File: src/rtl/fetch_unit_pkg.sv
// ----------------------------------------------------------------------------
// fetch_unit_pkg
//   Shared configuration for the fetch stage and the later pipeline stages.
//   The `defines mirror the project-wide configs.v values (widths, jump
//   opcode, nop word) so decode and hazard logic can reuse them unchanged.
//   The package adds typed constants and the jump-detect helper.
// ----------------------------------------------------------------------------
`ifndef FETCH_UNIT_CONFIGS_DEFINED
`define FETCH_UNIT_CONFIGS_DEFINED
`define ADDRESS_LEN 26
`define WORD_LEN    32
`define OPC_J       6'b000010
`define NOP_WORD    32'h0000_0000
`endif

package fetch_unit_pkg;

    localparam int unsigned CNT_W = 32;
    localparam logic [CNT_W-1:0] CNT_MAX = '1;

    // The primary opcode lives in bits [31:26] of every MIPS instruction word.
    function automatic logic is_jump(input logic [31:0] inst);
        return inst[31:26] == `OPC_J;
    endfunction

endpackage

File: src/rtl/if_id_reg.sv
// ----------------------------------------------------------------------------
// if_id_reg
//   IF/ID pipeline register holding {inst, pc_plus1, valid}. Template for the
//   later pipeline registers.
//   Ports:
//     clk, rst_n         clock, asynchronous active-low reset
//     i_hold             keep current contents (stall)
//     i_clear            load a bubble; wins over i_hold
//     i_inst/i_pc_plus1/i_valid   next contents on a normal load
//     o_inst/o_pc_plus1/o_valid   registered contents
// ----------------------------------------------------------------------------
module if_id_reg #(
    parameter int unsigned ADDR_W = `ADDRESS_LEN,
    parameter int unsigned DATA_W = `WORD_LEN
) (
    input  logic              clk,
    input  logic              rst_n,
    input  logic              i_hold,
    input  logic              i_clear,
    input  logic [DATA_W-1:0] i_inst,
    input  logic [ADDR_W-1:0] i_pc_plus1,
    input  logic              i_valid,
    output logic [DATA_W-1:0] o_inst,
    output logic [ADDR_W-1:0] o_pc_plus1,
    output logic              o_valid
);

    logic [DATA_W-1:0] r_inst;
    logic [ADDR_W-1:0] r_pc_plus1;
    logic              r_valid;

    // NOTE: sequential state uses non-blocking assignments so every register
    // samples pre-edge values; the reset branch is in the sensitivity list
    // so it acts without waiting for a clock edge.
    always_ff @(posedge clk or negedge rst_n) begin
        if (!rst_n) begin
            r_inst     <= DATA_W'(`NOP_WORD);
            r_pc_plus1 <= '0;
            r_valid    <= 1'b0;
        end else if (i_clear) begin
            r_inst     <= DATA_W'(`NOP_WORD);
            r_pc_plus1 <= '0;
            r_valid    <= 1'b0;
        end else if (!i_hold) begin
            r_inst     <= i_inst;
            r_pc_plus1 <= i_pc_plus1;
            r_valid    <= i_valid;
        end
    end

    assign o_inst     = r_inst;
    assign o_pc_plus1 = r_pc_plus1;
    assign o_valid    = r_valid;

endmodule

File: src/rtl/fetch_unit.sv
// ----------------------------------------------------------------------------
// fetch_unit
//   MIPS instruction-fetch stage: PC register, next-PC selection (redirect,
//   stall, early unconditional jump, sequential), fetch counter, and the
//   IF/ID register feeding decode.
//   Ports:
//     clk, rst_n      clock, asynchronous active-low reset
//     imem_adr        word address to instruction memory (= PC)
//     imem_inst       combinational instruction word for imem_adr
//     stall           hold PC, IF/ID and counter
//     redirect        taken branch from ID; overrides stall
//     redirect_pc     branch target word address
//     id_inst, id_pc_plus1, id_valid   IF/ID contents
//     fetch_cnt       saturating count of instructions loaded into IF/ID
// ----------------------------------------------------------------------------
module fetch_unit
    import fetch_unit_pkg::*;
#(
    parameter int unsigned RESET_PC = 0,
    parameter int unsigned ADDR_W   = `ADDRESS_LEN,
    parameter int unsigned DATA_W   = `WORD_LEN
) (
    input  logic              clk,
    input  logic              rst_n,
    output logic [ADDR_W-1:0] imem_adr,
    input  logic [DATA_W-1:0] imem_inst,
    input  logic              stall,
    input  logic              redirect,
    input  logic [ADDR_W-1:0] redirect_pc,
    output logic [DATA_W-1:0] id_inst,
    output logic [ADDR_W-1:0] id_pc_plus1,
    output logic              id_valid,
    output logic [CNT_W-1:0]  fetch_cnt
);

    logic [ADDR_W-1:0] r_pc;
    logic [CNT_W-1:0]  r_fetch_cnt;

    logic [ADDR_W-1:0] w_pc_plus1;
    logic              w_is_jump;
    logic [ADDR_W-1:0] w_jump_target;
    logic [ADDR_W-1:0] w_next_pc;
    logic              w_load;
    logic              w_unused_inst;

    // Sequential address wraps naturally at ADDR_W bits.
    assign w_pc_plus1    = r_pc + ADDR_W'(1);
    assign w_is_jump     = is_jump(imem_inst);
    assign w_jump_target = imem_inst[ADDR_W-1:0];
    assign w_load        = !redirect && !stall;
    // Instruction bits between the target field and the opcode are decode's.
    assign w_unused_inst = ^imem_inst;

    // NOTE: every output of a combinational block gets a default first, so
    // no path leaves it unassigned and no latch is inferred.
    always_comb begin
        w_next_pc = w_pc_plus1;
        if (redirect) begin
            w_next_pc = redirect_pc;
        end else if (stall) begin
            w_next_pc = r_pc;
        end else if (w_is_jump) begin
            w_next_pc = w_jump_target;
        end
    end

    always_ff @(posedge clk or negedge rst_n) begin
        if (!rst_n) begin
            r_pc <= ADDR_W'(RESET_PC);
        end else begin
            r_pc <= w_next_pc;
        end
    end

    // Counts words loaded into IF/ID; jumps count, bubbles and stalls do not.
    always_ff @(posedge clk or negedge rst_n) begin
        if (!rst_n) begin
            r_fetch_cnt <= '0;
        end else if (w_load && (r_fetch_cnt != CNT_MAX)) begin
            r_fetch_cnt <= r_fetch_cnt + CNT_W'(1);
        end
    end

    if_id_reg #(
        .ADDR_W (ADDR_W),
        .DATA_W (DATA_W)
    ) u_if_id_reg (
        .clk        (clk),
        .rst_n      (rst_n),
        .i_hold     (stall),
        .i_clear    (redirect),
        .i_inst     (imem_inst),
        .i_pc_plus1 (w_pc_plus1),
        .i_valid    (1'b1),
        .o_inst     (id_inst),
        .o_pc_plus1 (id_pc_plus1),
        .o_valid    (id_valid)
    );

    assign imem_adr  = r_pc;
    assign fetch_cnt = r_fetch_cnt;

endmodule
File: config.mk
export PLATFORM = sky130hd
export DESIGN_NAME = fetch_unit
export DESIGN_NICKNAME = d
export VERILOG_FILES = /design/src/rtl/fetch_unit_pkg.sv /design/src/rtl/if_id_reg.sv /design/src/rtl/fetch_unit.sv
export SDC_FILE = /design/constraint.sdc
export NUM_CORES = 1
export LEC_CHECK = 0
export ABC_AREA = 1
export CORE_ASPECT_RATIO = 2
export CORE_MARGIN = 5
export CORE_UTILIZATION = 40
export DETAILED_ROUTE_END_ITERATION = 10
export PLACE_DENSITY = 0.68
export SYNTH_ARGS = -nofsm -noshare
export SYNTH_HDL_FRONTEND = slang
export SYNTH_HIERARCHICAL = 1
export SYNTH_SLANG_ARGS = --single-unit
export TNS_END_PERCENT = 1
File: constraint.sdc
create_clock -name clk -period 2.27 [get_ports clk]
set_clock_uncertainty 0.15 [all_clocks]
set_input_delay 0.454 -clock clk [delete_from_list [all_inputs] [get_ports clk]]
set_output_delay 0.454 -clock clk [all_outputs]
set_load 0.05 [all_outputs]
==> flow_metrics.tcl <==
set metrics [dict create \
    dp_cells 1373 \
    synth_nets 1053 \
    vias 7133 \
    crit_type "flip-flop to output pin" \
    cts_made_buffers 17 \
    worst_pin_slew_ps 726.0 \
    ir_worst_vdd_mv 0.5122 \
    synth_top_cell_area_share 0.4316 \
    synth_area_per_cell_um2 6.859 \
    ys_seq_area_frac 0.4316 \
    dp_hpwl_um 18750 \
    cts_sinks 117 \
    startpoint "u_if_id_reg/o_inst[21]" \
    mappedNetlistArea_mm2 0.006784 \
    async_flop_share 1.000 \
    whs_ps -86.10 \
    grt_pass1_wl_um 38480 \
    maxSlewViolCount 0 \
    gp_congestion 0.9592 \
    initial_utilization 0.4046 \
    clk_latency_ps 410 \
    cts_max_path_buffers 2 \
    drive_gt1_frac 0.09858 \
    synth_cells 989 \
    slowest_stage "clkdlybuf4s50_1" \
    path_cells "clkdlybuf4s50_1" \
    cp_top_family "buffers and inverters" \
    drt_wl_total_um 24570 \
    p_total_mw 6.575 \
    fin_nets 1249 \
    netlist_top_cells_area "dfrtp_1 43%, nand2_1 24%, nor2_1 7.2%, nand3_1 7.1%, inv_1 3.7%" \
    portBuffers 178 \
    max_stage_delay_ps 840 \
    r2r_start "imem_adr[1]" \
    hold_path.class "input pin to asynchronous set/reset pin" \
    finalCritPeriodShare 0.9745 \
    core-area_mm2 0.01677 \
    postLayoutCellArea_mm2 0.009394 \
    clkTransAtPathRegs_ps 60 \
    seq_area_mm2 0.002928 \
    cts_root_buf "clkbuf_16" \
    grt_overflow 0 \
    ys_ff_latch 117 \
    grt_setup_unrepaired "no" \
    end_kind "output pin" \
    floorplan.die_area_mm2 0.01982 \
    yosys.cell_count.top_type "nand2_1" \
    finalSetupViolations 0 \
    status "complete, but fails checks" \
    fmax_mhz 452.1 \
    cts-hold-fix-buffers 0 \
    fill_cells 1645 \
    required_ps 1670 \
    routedWlPerCell_um 17.48 \
    grt_util_all_layers 0.2551 \
    antenna_found_initial 1 \
    synth-edff-count 0 \
    drtIter0Drc 333 \
    fin_tns_setup_ps 0 \
    placed_area_mm2 0.008905 \
    htreeDepth 4 \
    synth_ff_type "dfrtp_1" \
    max-cap-violations 0 \
    leakage_nw 4.791 \
    dieHeight_um 194.2 \
    slew_headroom 0.5160 \
    drc_errors 0 \
    syn_to_final_growth_pct 38.47 \
    grt_max_degree 118 \
    cts_tree "built" \
    violations "hold timing" \
    ys_types 32 \
    fin_cells 1405 \
    hold_viol 28 \
    yosys-top-cells-count "427 x nand2_1, 130 x nor2_1, 117 x dfrtp_1, 96 x nand3_1, 66 x inv_1" \
    multi_input_area_mm2 0.003387 \
    via_per_inst 5.077 \
    start_kind "flip-flop" \
    p_per_area_mw_per_mm2 699.9 \
    path_buf_inv 1 \
    period_minus_slack_ps 2212 \
    io_pins 179 \
    rows 67 \
    synth_top_cell_by_area "dfrtp_1" \
    arrival_ps 1610 \
    path_max_fanout 2 \
    fp.dieW_um 102.1 \
    ys.warnings.count 6 \
    detail_route.first_pass.iterations 5 \
    ant_nets 0 \
    grt_pass1_vias 7266 \
]
==> path summary, 6_finish.rpt <==
path | end | slack (ps) | cells past startpoint
hold reg to reg | u_if_id_reg/o_pc_plus1[22] | 360 | 2
setup / recovery | id_inst[21] | 60 | 1
min in group clk | fetch_cnt[24] | 350 | 5
setup reg to reg | u_if_id_reg/o_pc_plus1[10] | 160 | 9
hold / removal | u_if_id_reg/o_pc_plus1[16] | -90 | 2
max in group asynchronous | u_if_id_reg/o_inst[29] | 1440 | 2
==> cell type report <==
cell class                 count  share of cell area
clock inverter                10            0.006260
timing repair buffer         214              0.2168
sequential                   117              0.3117
tap                          207             0.02757
multi-input combinational    766              0.3605
clock buffer                  21             0.04901
antenna                        1           0.0002664
inverter                      69             0.02784
==> per-layer routing <==
layer,GRT usage,up-vias,share of wire
li1,-,3472,-
met1,0.2650,3292,0.33
met5,0,-,0
met4,0.1684,0,0.070
met3,0.04033,84,0.055
met2,0.4547,285,0.54
==> state kept, by name (all words and copies together), names as in the netlist <==
name,flops
fetch_cnt,32
imem_adr,26
u_if_id_reg/o_inst,32
u_if_id_reg/o_pc_plus1,26
u_if_id_reg/o_valid,1
==> cell usage in the layout (no fill, tap or decap), types with 2 or more instances in the layout <==
cell / n
nand2_1: 427
nor2_1: 130
dfrtp_1: 117
clkdlybuf4s50_1: 109
nand3_1: 96
inv_1: 66
buf_4: 57
o21ai_0: 45
dlygate4sd2_1: 36
clkbuf_16: 17
xor2_1: 16
nand3b_1: 11
buf_12: 8
o21bai_1: 7
clkinv_2: 7
nor2_4: 5
nand4_1: 4
o21ai_2: 4
xnor2_1: 3
dlymetal6s2s_1: 3
nor2_2: 2
inv_2: 2
nand2_4: 2
a22o_1: 2
o211ai_1: 2
ha_2: 2
clkbuf_1: 2
clkbuf_8: 2
clkinvlp_4: 2
==> through the flow <==
step	hold slack [ps]	setup slack, ps	util
after floorplan	8.409	81.89	-
after global placement	342.9	33.13	0.5311
after detailed placement	344.7	-18.55	0.5311
after CTS	12.75	6.364	0.5594
after global routing	2.155	6.642	0.5603
final	-86.10	57.95	0.5603
==> repair_timing <==
action	4_1_cts	5_1_grt
setup endpoints to repair	36	7
hold endpoints to repair	0	0
buffers inserted	0	0
gates resized for setup	36	5
==> cell families (layout without fill, tap and decap cells) <==
family / count (synthesis) / after routing / synth area share
flip-flops: 117 / 117 / 0.4316
other: 1 / 2 / 0.0005528
AND/OR/NAND/NOR: 682 / 682 / 0.4157
XOR/XNOR: 20 / 20 / 0.02693
buffers and inverters: 106 / 314 / 0.06990
AO/OA/AOI/OAI: 61 / 61 / 0.05164
adder cells (fa/ha/maj): 2 / 2 / 0.003688
==> power by group <==
part           internal (mW)  switching (mW)
registers               2.25           0.188
clock network           1.43           0.961
logic                  0.557            1.19
total                   4.24            2.33
(Power assumes the default switching activity.)
